==> config.mk <==
export PLATFORM = sky130hd
export DESIGN_NAME = fp_norm_round
export DESIGN_NICKNAME = d
export VERILOG_FILES = /design/src/rtl/fp_norm_round.sv
export SDC_FILE = /design/constraint.sdc
export NUM_CORES = 1
export LEC_CHECK = 0
export BUFFER_PORTS_ARGS = -buffer_cell sky130_fd_sc_hd__buf_4
export CAP_MARGIN = 0
export CORE_MARGIN = 8
export CORE_UTILIZATION = 45
export CTS_CLUSTER_DIAMETER = 100
export DETAILED_ROUTE_END_ITERATION = 8
export GPL_ROUTABILITY_DRIVEN = 0
export PLACE_DENSITY_LB_ADDON = 0.25
export SLEW_MARGIN = 40
export SYNTH_ARGS = -nofsm -noshare
export SYNTH_HDL_FRONTEND = slang
export SYNTH_SLANG_ARGS = --single-unit
export TNS_END_PERCENT = 30
==> constraint.sdc <==
create_clock -name clk -period 4.59 [get_ports clk]
set_clock_uncertainty 0.05 [all_clocks]
set_input_delay 0.459 -clock clk [delete_from_list [all_inputs] [get_ports clk]]
set_output_delay 0.459 -clock clk [all_outputs]
set_load 0.005 [all_outputs]
==> src/rtl/fp_norm_round.sv <==
// Post-multiply normalize/round stage: turns a raw 48-bit significand product
// into an IEEE-754 single with round-to-nearest-even, specials and status flags.
module fp_norm_round #(
    parameter int EXP_W   = 10,
    parameter int MAX_LSH = 47
) (
    input  logic             clk,
    input  logic             rst_n,
    input  logic             in_valid,
    output logic             in_ready,
    input  logic             in_sign,
    input  logic [EXP_W-1:0] in_exp,
    input  logic [47:0]      in_mant,
    input  logic             in_zero,
    input  logic             in_inf,
    input  logic             in_nan,
    output logic             out_valid,
    input  logic             out_ready,
    output logic [31:0]      out_result,
    output logic             out_ovf,
    output logic             out_unf,
    output logic             out_inexact
);

    localparam int XW = EXP_W + 1;
    localparam int CW = $clog2(MAX_LSH + 1);

    localparam logic signed [XW-1:0] EXP_ONE  = XW'(1);
    localparam logic signed [XW-1:0] EXP_OVF  = XW'(255);
    localparam logic signed [XW-1:0] EXP_ZERO = {XW{1'b0}};
    localparam logic [CW-1:0]        CNT_ONE  = CW'(1);
    localparam logic [CW-1:0]        CNT_MAX  = CW'(MAX_LSH);
    localparam logic [31:0]          QNAN     = 32'h7FC0_0000;

    typedef enum logic [2:0] {
        ST_IDLE  = 3'd0,
        ST_LOAD  = 3'd1,
        ST_NORM  = 3'd2,
        ST_ROUND = 3'd3,
        ST_DONE  = 3'd4
    } state_t;

    state_t                r_state;
    state_t                w_state_nxt;

    logic                  r_sign;
    logic                  r_zero;
    logic                  r_inf;
    logic                  r_nan;
    logic signed [XW-1:0]  r_exp;
    logic [47:0]           r_mant;
    logic [CW-1:0]         r_cnt;
    logic                  r_sticky;
    logic                  r_force_unf;

    logic                  w_sign_nxt;
    logic                  w_zero_nxt;
    logic                  w_inf_nxt;
    logic                  w_nan_nxt;
    logic signed [XW-1:0]  w_exp_nxt;
    logic [47:0]           w_mant_nxt;
    logic [CW-1:0]         w_cnt_nxt;
    logic                  w_sticky_nxt;
    logic                  w_force_unf_nxt;

    logic                  r_valid;
    logic                  r_in_ready;
    logic [31:0]           r_res;
    logic                  r_ovf;
    logic                  r_unf;
    logic                  r_inexact;

    logic [31:0]           w_res_nxt;
    logic                  w_ovf_nxt;
    logic                  w_unf_nxt;
    logic                  w_inexact_nxt;

    logic                  w_capture;
    logic                  w_handshake;
    logic                  w_is_zero;
    logic [CW-1:0]         w_cnt_inc;
    logic                  w_lsb;
    logic                  w_guard;
    logic                  w_sticky;
    logic                  w_round_up;
    logic [23:0]           w_frac_sum;
    logic signed [XW-1:0]  w_carry_ext;
    logic signed [XW-1:0]  w_exp_rnd;

    // Round-to-nearest-even increment decision.
    function automatic logic f_round_up(input logic lsb, input logic guard, input logic sticky);
        return guard & (sticky | lsb);
    endfunction

    function automatic logic [31:0] f_signed_inf(input logic sign);
        return {sign, 8'hFF, 23'h00_0000};
    endfunction

    function automatic logic [31:0] f_signed_zero(input logic sign);
        return {sign, 31'h0000_0000};
    endfunction

    assign w_capture   = in_valid && r_in_ready;
    assign w_handshake = r_valid && out_ready;
    assign w_is_zero   = r_zero || (r_mant == 48'h0000_0000_0000);
    assign w_cnt_inc   = r_cnt + CNT_ONE;

    // Bit 46 is the hidden bit once normalized; everything below bit 22 folds into sticky.
    assign w_lsb       = r_mant[23];
    assign w_guard     = r_mant[22];
    assign w_sticky    = (|r_mant[21:0]) | r_sticky;
    assign w_round_up  = f_round_up(w_lsb, w_guard, w_sticky);
    assign w_frac_sum  = {1'b0, r_mant[45:23]} + {23'h00_0000, w_round_up};
    assign w_carry_ext = {{(XW-1){1'b0}}, w_frac_sum[23]};
    assign w_exp_rnd   = r_exp + w_carry_ext;

    // State register.
    always_ff @(posedge clk or negedge rst_n) begin
        if (!rst_n) begin
            r_state <= ST_IDLE;
        end else begin
            r_state <= w_state_nxt;
        end
    end

    // Next-state decision.
    always_comb begin
        w_state_nxt = r_state;
        case (r_state)
            ST_IDLE: begin
                if (w_capture) begin
                    w_state_nxt = ST_LOAD;
                end else begin
                    w_state_nxt = ST_IDLE;
                end
            end
            ST_LOAD: begin
                if (r_nan || r_inf || w_is_zero) begin
                    w_state_nxt = ST_DONE;
                end else begin
                    w_state_nxt = ST_NORM;
                end
            end
            ST_NORM: begin
                if (r_mant[47] || r_mant[46]) begin
                    w_state_nxt = ST_ROUND;
                end else if (w_cnt_inc == CNT_MAX) begin
                    w_state_nxt = ST_ROUND;
                end else begin
                    w_state_nxt = ST_NORM;
                end
            end
            ST_ROUND: begin
                w_state_nxt = ST_DONE;
            end
            ST_DONE: begin
                if (w_handshake) begin
                    w_state_nxt = ST_IDLE;
                end else begin
                    w_state_nxt = ST_DONE;
                end
            end
            default: begin
                w_state_nxt = ST_IDLE;
            end
        endcase
    end

    // Operand capture and iterative normalization datapath.
    always_comb begin
        w_sign_nxt      = r_sign;
        w_zero_nxt      = r_zero;
        w_inf_nxt       = r_inf;
        w_nan_nxt       = r_nan;
        w_exp_nxt       = r_exp;
        w_mant_nxt      = r_mant;
        w_cnt_nxt       = r_cnt;
        w_sticky_nxt    = r_sticky;
        w_force_unf_nxt = r_force_unf;
        case (r_state)
            ST_IDLE: begin
                if (w_capture) begin
                    w_sign_nxt      = in_sign;
                    w_zero_nxt      = in_zero;
                    w_inf_nxt       = in_inf;
                    w_nan_nxt       = in_nan;
                    w_exp_nxt       = {in_exp[EXP_W-1], in_exp};
                    w_mant_nxt      = in_mant;
                    w_cnt_nxt       = {CW{1'b0}};
                    w_sticky_nxt    = 1'b0;
                    w_force_unf_nxt = 1'b0;
                end else begin
                    w_mant_nxt      = r_mant;
                end
            end
            ST_NORM: begin
                if (r_mant[47]) begin
                    w_mant_nxt   = {1'b0, r_mant[47:1]};
                    w_sticky_nxt = r_sticky | r_mant[0];
                    w_exp_nxt    = r_exp + EXP_ONE;
                end else if (r_mant[46]) begin
                    w_mant_nxt   = r_mant;
                end else begin
                    w_mant_nxt      = {r_mant[46:0], 1'b0};
                    w_exp_nxt       = r_exp - EXP_ONE;
                    w_cnt_nxt       = w_cnt_inc;
                    w_force_unf_nxt = (w_cnt_inc == CNT_MAX);
                end
            end
            default: begin
                w_mant_nxt = r_mant;
            end
        endcase
    end

    // Datapath registers.
    always_ff @(posedge clk or negedge rst_n) begin
        if (!rst_n) begin
            r_sign      <= 1'b0;
            r_zero      <= 1'b0;
            r_inf       <= 1'b0;
            r_nan       <= 1'b0;
            r_exp       <= EXP_ZERO;
            r_mant      <= 48'h0000_0000_0000;
            r_cnt       <= {CW{1'b0}};
            r_sticky    <= 1'b0;
            r_force_unf <= 1'b0;
        end else begin
            r_sign      <= w_sign_nxt;
            r_zero      <= w_zero_nxt;
            r_inf       <= w_inf_nxt;
            r_nan       <= w_nan_nxt;
            r_exp       <= w_exp_nxt;
            r_mant      <= w_mant_nxt;
            r_cnt       <= w_cnt_nxt;
            r_sticky    <= w_sticky_nxt;
            r_force_unf <= w_force_unf_nxt;
        end
    end

    // Result and flag formation; held untouched while waiting in DONE.
    always_comb begin
        w_res_nxt     = r_res;
        w_ovf_nxt     = r_ovf;
        w_unf_nxt     = r_unf;
        w_inexact_nxt = r_inexact;
        case (r_state)
            ST_LOAD: begin
                w_ovf_nxt     = 1'b0;
                w_unf_nxt     = 1'b0;
                w_inexact_nxt = 1'b0;
                if (r_nan) begin
                    w_res_nxt = QNAN;
                end else if (r_inf) begin
                    w_res_nxt = f_signed_inf(r_sign);
                end else if (w_is_zero) begin
                    w_res_nxt = f_signed_zero(r_sign);
                end else begin
                    w_res_nxt = r_res;
                end
            end
            ST_ROUND: begin
                w_inexact_nxt = w_guard | w_sticky;
                if (w_exp_rnd >= EXP_OVF) begin
                    w_res_nxt = f_signed_inf(r_sign);
                    w_ovf_nxt = 1'b1;
                    w_unf_nxt = 1'b0;
                end else if ((w_exp_rnd <= EXP_ZERO) || r_force_unf) begin
                    w_res_nxt = f_signed_zero(r_sign);
                    w_ovf_nxt = 1'b0;
                    w_unf_nxt = 1'b1;
                end else begin
                    w_res_nxt = {r_sign, w_exp_rnd[7:0], w_frac_sum[22:0]};
                    w_ovf_nxt = 1'b0;
                    w_unf_nxt = 1'b0;
                end
            end
            default: begin
                w_res_nxt = r_res;
            end
        endcase
    end

    // Output registers; handshake flags follow the next state.
    always_ff @(posedge clk or negedge rst_n) begin
        if (!rst_n) begin
            r_valid    <= 1'b0;
            r_in_ready <= 1'b1;
            r_res      <= 32'h0000_0000;
            r_ovf      <= 1'b0;
            r_unf      <= 1'b0;
            r_inexact  <= 1'b0;
        end else begin
            r_valid    <= (w_state_nxt == ST_DONE);
            r_in_ready <= (w_state_nxt == ST_IDLE);
            r_res      <= w_res_nxt;
            r_ovf      <= w_ovf_nxt;
            r_unf      <= w_unf_nxt;
            r_inexact  <= w_inexact_nxt;
        end
    end

    assign in_ready    = r_in_ready;
    assign out_valid   = r_valid;
    assign out_result  = r_res;
    assign out_ovf     = r_ovf;
    assign out_unf     = r_unf;
    assign out_inexact = r_inexact;

endmodule

==> After elaboration in Yosys (flattened, before gate mapping) <==
Cells that the tools add are included.
W data, S select, Z words.
{ "totals": {"reg_bits": 111, "latchBits": 0, "ramBits": 0, "rom_bits": 0, "in_bits": 66, "out_inout_bits": 37, "wordCells": 96, "memories": 0} }
{ "classes": {"add_sub_neg": 5, "n_mul": 0, "n_div": 0, "n_lt_le_gt_ge": 2, "eq_ne": 12, "n_shift": 0, "n_mux": 36, "bitwise_logic": 5, "reduce_logical": 19} }
{ "ops": {"columns": ["operator", "n"], "rows": [
  ["$mux W32", 3],
  ["$pmux W48 S2", 1],
  ["$mux W47", 2],
  ["$pmux W32 S2", 1],
  ["$mux W31", 2],
  ["$logic_not A48 Y1", 1],
  ["$mux W48", 1],
  ["$mux W11", 3],
  ["$add A23 B1 Y24", 1],
  ["$pmux W11 S2", 1],
  ["$reduce_or A22 Y1", 1],
  ["$mux W6", 3],
  ["$pmux W3 S5", 1],
  ["$pmux W6 S2", 1],
  ["$add A11 B2 Y11", 1],
  ["$add A11 B2 Y11 const B", 1],
  ["$ge A11 B9 Y1 const B", 1],
  ["$le A11 B1 Y1 const B", 1],
  ["$sub A11 B2 Y11 const B", 1],
  ["$mux W1", 10],
  ["$pmux W1 S2", 5],
  ["$ne A2 B2 Y1 const B", 4],
  ["$add A6 B1 Y6 const B", 1],
  ["$eq A3 B2 Y1 const B", 2],
  ["other kinds (15)", 30]
]} }

==> Depth between registers and ports, before layout <==
Gate-level depths: netlist (run 1).
{ "depth": {"ltp_word": 11, "ltp_mapped": 15, "ltp_nobuf": 14} }

==> Least setup slack after synthesis (run 1) <==
OpenSTA, ideal clock, no wires.
{ "synth_path": {"kind": "register to register", "from": "reg r_mant[22]", "to": "reg r_res[17] (netlist: out_result[17])", "setup_time_ns": 0.074, "t_arrival_ns": 3.269, "required_time_ns": 4.466, "setup_slack_ns": 1.197, "path_stages_with_launch": 16, "path_buffers": 1, "period_less_slack_ns": 3.393, "path_cell_list": "dfrtp_1 > and2_1 > nand3_1 > nor2_1 > nand2_1 > nor4_1 > ha_1 > ha_1 > and4_4 > nand4_1 > xnor2_1 > or3_4 > nor3_2 > nand2_2 > buf_6 > o21ai_2"} }
{ "synth_between": {"elab_chain_cells": 8, "elab_cells_between_ends": 13, "cone_classes": "2 x add/sub; 2 x order compare; 1 x eq/ne; 3 x mux; 1 x bitwise; 4 x reduce/logical"} }
{ "synth_rtl": {"columns": ["element", "line_no", "source"], "rows": [
  ["start: declaration", "51", "logic [47:0] r_mant;"],
  ["start signal: assignment", "234", "r_mant <= w_mant_nxt;"],
  ["$and A1 B1 Y1", "92", "return guard & (sticky | lsb);"],
  ["$add A23 B1 Y24", "113", "assign w_frac_sum = {1'b0, r_mant[45:23]} + {23'h00_0000, w_round_up};"],
  ["$add A11 B2 Y11", "115", "assign w_exp_rnd = r_exp + w_carry_ext;"],
  ["$le A11 B1 Y1", "268", "end else if ((w_exp_rnd <= EXP_ZERO) || r_force_unf) begin"],
  ["$logic_or A1 B1 Y1", "268", null],
  ["$mux W31", "268", null],
  ["$mux W31", "264", "if (w_exp_rnd >= EXP_OVF) begin"],
  ["$pmux W32 S2", "247", "case (r_state)"],
  ["end signal: assignment", "296", "r_res <= w_res_nxt;"],
  ["end: declaration", "68", "logic [31:0] r_res;"]
]} }
Several ways; a longest one is shown, not always the timed one.
A chain may end at the register's enable or synchronous reset.

==> Worst setup path in the final report (run 1) <==
{ "layout_path": {"from": "reg r_mant[32]", "to": "reg r_res[2] (netlist: out_result[2])"} }
{ "layout_between": {"elab_chain_cells": 7, "elab_cells_between_ends": 12, "cone_classes": "2 x add/sub; 2 x order compare; 1 x eq/ne; 3 x mux; 4 x reduce/logical"} }
{ "layout_rtl": {"columns": ["element", "line_no"], "rows": [
  ["$add A23 B1 Y24", "113"],
  ["$add A11 B2 Y11", "115"],
  ["$le A11 B1 Y1", "268"],
  ["$logic_or A1 B1 Y1", "268"],
  ["$mux W31", "268"],
  ["$mux W31", "264"],
  ["$pmux W32 S2", "247"]
]} }
Several ways; a longest one is shown, not always the timed one.

==> results of run 1 <==
state kept, by name (all words and copies together), names as in the netlist, 3 cells and up:
| name | count |
|---|---|
| r_cnt | 6 |
| r_state | 3 |
| r_exp | 11 |
| r_mant | 48 |
| out_result | 32 |
logic make-up (layout without fill, tap and decap cells):
group | after synthesis | in the layout | synth area share [%]
simple gates | 244 | 244 | 17.84
compound gates | 238 | 238 | 24.59
flops | 111 | 111 | 42.11
buf+inv | 72 | 139 | 5.574
xor+xnor | 39 | 39 | 5.290
fa+ha+maj | 15 | 15 | 2.958
mux | 10 | 10 | 1.631
other cells | 0 | 1 | 0
metrics by stage:
stage / cell area (µm²) / cells / hold slack (ns) / utilization, %
after global routing: 7691 / 980 / 0.1359 / 53.32
final: 7694 / 981 / 0.06444 / 53.34
after floorplan: 6599 / 729 / 0.1134 / -
after global placement: 7366 / 963 / 0.4191 / 51.07
after detailed placement: 7392 / 964 / 0.4204 / 51.25
after CTS: 7691 / 980 / 0.1172 / 53.32
cell usage after synthesis, drive strengths merged, types with 5 or more instances:
cell | instances | area, µm²
o21ai | 142 | 789.5
o22a | 8 | 76.33
nand3 | 24 | 120.1
nand2 | 112 | 422.9
a221o | 44 | 440.4
a21oi | 19 | 95.09
buf | 31 | 193.9
dfrtp | 110 | 2753
xor2 | 27 | 236.5
ha | 14 | 175.2
nor2 | 35 | 131.4
mux2 | 6 | 67.56
nand4 | 10 | 62.56
and3 | 9 | 58.80
clkbuf | 30 | 132.6
and2 | 5 | 36.29
nor3 | 15 | 80.08
xnor2 | 12 | 112.6
inv | 11 | 41.29
nor4 | 15 | 106.4
a31oi | 5 | 31.28
critical path, delay by kind of cell, from the launching register on:
family | cells | cell delay, ns
adders and majority gates | 2 | 0.58
DFF | 1 | 0.50
AOI/OAI and AO/OA | 4 | 0.96
buffers and inverters | 1 | 0.33
and+or+nand+nor | 7 | 1.52
cell type report:
| cell class | instances | share of cell area [%] |
|---|---|---|
| diodes | 1 | 0.03253 |
| clock inverters | 7 | 0.9595 |
| flip-flops and latches | 111 | 36.12 |
| clock buffers | 9 | 2.927 |
| inverters | 11 | 0.5367 |
| repair buffers | 112 | 11.24 |
| well taps | 184 | 2.992 |
| multi-input cells | 546 | 45.19 |
layer usage:
layer / wire length [µm] / track usage, %
met1: 7843 / 25.70
met2: 7938 / 28.44
met4: 249 / 5.009
met5: 13 / 0
met3: 1269 / 5.066
power groups by stage:
stage,Combinational (mW),Sequential (mW),Clock [mW]
final,2.06,1.87,0.799
after global routing,2.32,1.93,0.856
after CTS,2.06,1.85,0.822
after detailed placement,2.05,1.87,0
after global placement,1.98,1.84,0
after floorplan,1.78,1.58,0
worst min path at each step:
stage          depth (start not counted)           start  slack [ns]              to
2_1_floorplan                          0           rst_n        0.11     out_inexact
3_3_place_gp                           2  out_result[31]        0.42  out_result[31]
3_5_place_dp                           2   out_result[9]        0.42   out_result[9]
4_1_cts                                1           rst_n        0.12        r_exp[4]
5_1_grt                                1           rst_n        0.14        r_exp[2]
6_report                               1           rst_n        0.06        r_exp[6]
placed cells by master (no fill, tap or decap), drive strengths merged, types with 4 or more instances in the layout:
| cell | n |
|---|---|
| a21oi | 19 |
| a221o | 44 |
| a31oi | 5 |
| and2 | 5 |
| and3 | 9 |
| buf | 112 |
| clkbuf | 9 |
| clkinv | 5 |
| dfrtp | 110 |
| ha | 14 |
| inv | 11 |
| mux2 | 6 |
| mux2i | 4 |
| nand2 | 112 |
| nand3 | 24 |
| nand4 | 10 |
| nor2 | 35 |
| nor3 | 15 |
| nor4 | 15 |
| o21ai | 142 |
| o22a | 8 |
| xnor2 | 12 |
| xor2 | 27 |
==> impl_metrics.yaml, run 1 <==
clocking:
  cts_made_buffers: 9
  cts_setup_buffers: 0
  clock_latency_ns: 0.36
  clockRootBuffer: "clkbuf_16"
  clock-sinks: 111
  clk_path_buf_depth: 2
  htree_levels: 3
  cts-hold-fix-buffers: 0
  cts_tree: "done"
  cts.reportedPaths.clkPinSlew_ns: 0.07
  cts_resized: 0
power:
  total_power_mw: 4.720
  power.leakage_nw: 3.328
  ir_drop_v: 0.0003123
  power_density_nw_per_um2: 613.5
  pwr-share-seq_pct: 39.5
  switchingPower_mw: 2.106
  combPwrFrac_pct: 43.6
  p_clk_share_pct: 16.9
  p_int_mw: 2.615
  sw_frac_of_total_pct: 44.61
route:
  dr.pass1.iters: 5
  drt_iter0_drc: 470
  wl_mm: 17.31
  drc: 0
  routed_via_density: 5.821
  drtAntennaViolNets: 0
  wl_per_cell_um: 17.65
  route.vias.total: 5710
floorplanning:
  dieArea_um2: 18800
  start_util_pct: 45.75
  fp.coreArea_um2: 14420
  rows: 44
  fp.dieH_um: 137.1
  io_pins: 103
  die_w_um: 137.1
setup_path:
  cp_slowest_cell: "dfrtp_1"
  regToRegStartpoint: "r_mant[32]"
  cp-start-kind: "flop"
  cp-end-kind: "flop"
  critPathRequiredTime_ns: 4.77
  startpoint: "r_mant[32]"
  worstSetupPathType: "reg2reg"
  ff2ff_setup_slack_ns: 0.50
  critPathCapture: "out_result[2]"
  path_common_cell: "ha_1"
  critPathMaxStageDelay_ns: 0.50
  worstPathCellList: "and3_1, and4_1, nand3_1, nor4_1, ha_1, ha_1, nand4_1, o31ai_1, a31oi_1, a2111oi_4, nor3_2, nand2_2, buf_4, o21ai_0"
  reg2reg_depth: 14
  regToRegEndpoint: "out_result[2]"
  critPathArrivalTime_ns: 4.27
  critPathMaxFanout: 22
layout:
  ff_latch_area_um2: 2779
  area_delta_synth_final_pct: 16.59
  fill_cells: 1320
  multi_input_area_um2: 3477
  layout.nets: 872
  drive_gt1_share_pct: 22.61
sta:
  slew_violations: 0
  setup_viol: 0
  fin_ws_ns: 0.4978
  tightest_slew_ns: 0.7427
  max_slew_margin_pct: 50.49
  period_share_pct: 89.15
  min_period_ns: 4.092
  rsz0062_at_grt: "no"
  hold_viol_final: 0
  tns_ns: 0
  fmax_ghz: 0.2444
outcome:
  outcome: "complete, no violations"
synthesis:
  syn_area_per_cell_um2: 9.052
  synth_nets: 810
  ys_ff_latch: 111
  ys_seq_area_share_pct: 42.11
  synth_edf_count: 0
  async_flop_share_pct: 100.0
  synth_warnings: 0
  ys.flop_type: "dfrtp_1"
  yosysUniqueCellTypes: 61
  synth_cells: 729
  netlist_area_um2: 6599
global_routing:
  grt_usage_pct: 18.72
  grt_max_degree: 79
  antenna_found_initial: 1
  grt_pass1_wl_mm: 28.15
  grt.overflow.total: 0
  grt_pass1_vias: 5372
placed_design:
  dp_hpwl_mm: 12.24
  io_buffers: 102
  pre_cts_ws_ns: 0.4734
job:
  maxCapViolCount: 0
min_path:
  hold_path_class: "in2async"
Power figures use the tool's default switching activity.
==> run 2, diff against run 1 <==
--- a/config.mk
+++ b/config.mk
@@ -7,6 +7,7 @@
 export LEC_CHECK = 0
 export BUFFER_PORTS_ARGS = -buffer_cell sky130_fd_sc_hd__buf_4
 export CAP_MARGIN = 0
+export CORE_ASPECT_RATIO = 1.75
 export CORE_MARGIN = 8
 export CORE_UTILIZATION = 45
 export CTS_CLUSTER_DIAMETER = 100
==> run 2 against run 1 <==
Effect of this change: hold slack better by 0.0059 ns; die area up 0.81%; final cell count down 0.41%; register-to-register slack worse by 0.03 ns; flip-flop and latch count unchanged.
==> impl_metrics.yaml, run 2 (synthesis results as in run 1) <==
setup_path:
  critPathRequiredTime_ns: 4.80
  crit_buf_inv: 0
  path_common_cell: "ha_1"
  cp_slowest_cell: "nor4_1"
  regToRegEndpoint: "out_result[2]"
  critPathArrivalTime_ns: 4.33
  worstSetupPathType: "reg2reg"
  regToRegStartpoint: "r_mant[29]"
  path_delay_family: "simple AND/OR/NAND/NOR gates"
  critPathMaxStageDelay_ns: 0.50
  cp-end-kind: "flop"
  cp-start-kind: "flop"
  reg2reg_depth: 13
  ff2ff_setup_slack_ns: 0.47
  critPathMaxFanout: 22
  worstPathCellList: "nand3_1, nor2_1, nand2_1, nor4_1, ha_1, ha_1, and4_4, nand4_1, xnor2_1, or3_4, nor3_2, nand2_4, o21ai_0"
placed_design:
  io_buffers: 102
  dp_hpwl_mm: 13.12
  placed_cells: 961
route:
  wl_per_cell_um: 18.53
  drt_iter0_drc: 257
  route.vias.total: 5831
  drtAntennaViolNets: 0
  dr.pass1.iters: 5
  routed_via_density: 5.968
  wl_mm: 18.10
  drc: 0
sta:
  slew_violations: 0
  period_share_pct: 89.77
  tns_ns: 0
  rsz0062_at_grt: "no"
  min_period_ns: 4.120
  max_slew_margin_pct: 53.96
  hold_viol_final: 0
  setup_viol: 0
  tightest_slew_ns: 0.6881
  fmax_ghz: 0.2427
clocking:
  clk_path_buf_depth: 2
  htree_levels: 3
  cts_tree: "done"
  cts.reportedPaths.clkPinSlew_ns: 0.08
  cts-hold-fix-buffers: 0
  clock-sinks: 111
  cts_made_buffers: 9
  clockRootBuffer: "clkbuf_16"
  clock_latency_ns: 0.35
outcome:
  outcome: "complete, no violations"
floorplanning:
  fp.coreArea_um2: 14370
  die_w_um: 107.5
  fp.dieH_um: 176.2
  dieArea_um2: 18950
  io_pins: 103
  rows: 58
  start_util_pct: 45.92
global_routing:
  antenna_found_initial: 0
  grt_pass1_vias: 6059
  grt_max_degree: 75
  grt.overflow.total: 0
  grt_usage_pct: 19.32
  grt_pass1_wl_mm: 30.01
layout:
  largest_reg_flops: 48
  insertedDiodeCount: 0
  multi_input_area_um2: 3483
  layout.nets: 873
  mostFrequentLayoutCell: "o21ai_0"
  drive_gt1_share_pct: 22.71
  area_delta_synth_final_pct: 17.16
  fill_cells: 1342
  layoutNonFillerInstCount: 977
  top_register: "r_mant"
  final_cell_mix: "119 x o21ai_0, 110 x nand2_1, 110 x buf_4, 110 x dfrtp_1, 44 x a221o_1"
  ff_latch_area_um2: 2779
power:
  power_density_nw_per_um2: 622.8
  pwr-share-seq_pct: 38.1
  p_clk_share_pct: 17.9
  switchingPower_mw: 2.120
  power.leakage_nw: 3.347
  p_int_mw: 2.695
  total_power_mw: 4.815
  combPwrFrac_pct: 44.1
  sw_frac_of_total_pct: 44.03
  ir_drop_v: 0.0003291
job:
  maxCapViolCount: 0
min_path:
  hold_path_class: "in2async"
## run 2: worst max path at each step
stage | cells past startpoint | end | slack, ns | start
finish | 13 | out_result[2] | 0.47 | r_mant[29]
detailed placement | 13 | out_result[2] | 0.35 | r_mant[28]
global placement | 13 | out_result[2] | 0.54 | r_mant[28]
floorplan | 15 | out_result[17] | 1.20 | r_mant[22]
CTS | 13 | out_result[2] | 0.33 | r_mant[29]
global route | 13 | out_result[2] | 0.21 | r_mant[29]
## run 2: layout make-up
| cell class | instances | share of cell area, % |
|---|---|---|
| inverter | 11 | 0.5341 |
| sequential | 111 | 35.94 |
| clock inverter | 6 | 1.214 |
| multi-input combinational | 546 | 45.06 |
| tap | 180 | 2.913 |
| clock buffer | 10 | 2.962 |
| timing repair buffer | 113 | 11.38 |
## run 2: repair_timing
action / 4_1_cts / 5_1_grt
buffers inserted: 0 / 0
setup endpoints to repair: 0 / 2
gates resized for setup: 0 / 1
## run 2: stage by stage
stage / cell area [µm²] / worst slack, ns / util, % / hold slack (ns)
finish: 7731 / 0.4697 / 53.81 / 0.07029
global route: 7731 / 0.2113 / 53.81 / 0.1334
CTS: 7726 / 0.3254 / 53.77 / 0.1104
detailed placement: 7403 / 0.3511 / 51.52 / 0.4244
global placement: 7350 / 0.5435 / 51.15 / 0.4129
floorplan: 6599 / 1.197 / - / 0.1134
## run 2: power by group through the flow
stage	logic (mW)	clock network [mW]	registers (mW)
finish	2.12	0.861	1.83
global route	2.39	0.910	1.89
CTS	2.14	0.871	1.82
detailed placement	2.12	0	1.84
global placement	2.01	0	1.82
floorplan	1.78	0	1.58
## run 2: worst reg2reg max path, stage by stage, from the launching register on
cell,delay [ns]
dfrtp_1,0.47
nand3_1,0.17
nor2_1,0.31
nand2_1,0.18
nor4_1,0.50
ha_1,0.30
ha_1,0.29
and4_4,0.28
nand4_1,0.11
xnor2_1,0.19
or3_4,0.41
nor3_2,0.23
nand2_4,0.26
o21ai_0,0.28
## run 2: routing by layer
metal  routed length (µm)  track usage [%]  part of all wire (%)  up-vias
met1                 6753            20.97                    37     2836
met2                 9873            35.22                    55      176
met3                  846            3.140                   4.7       44
li1                     -                -                     -     2775
met4                  628            8.959                   3.5        0
met5                    0                0                     0        -
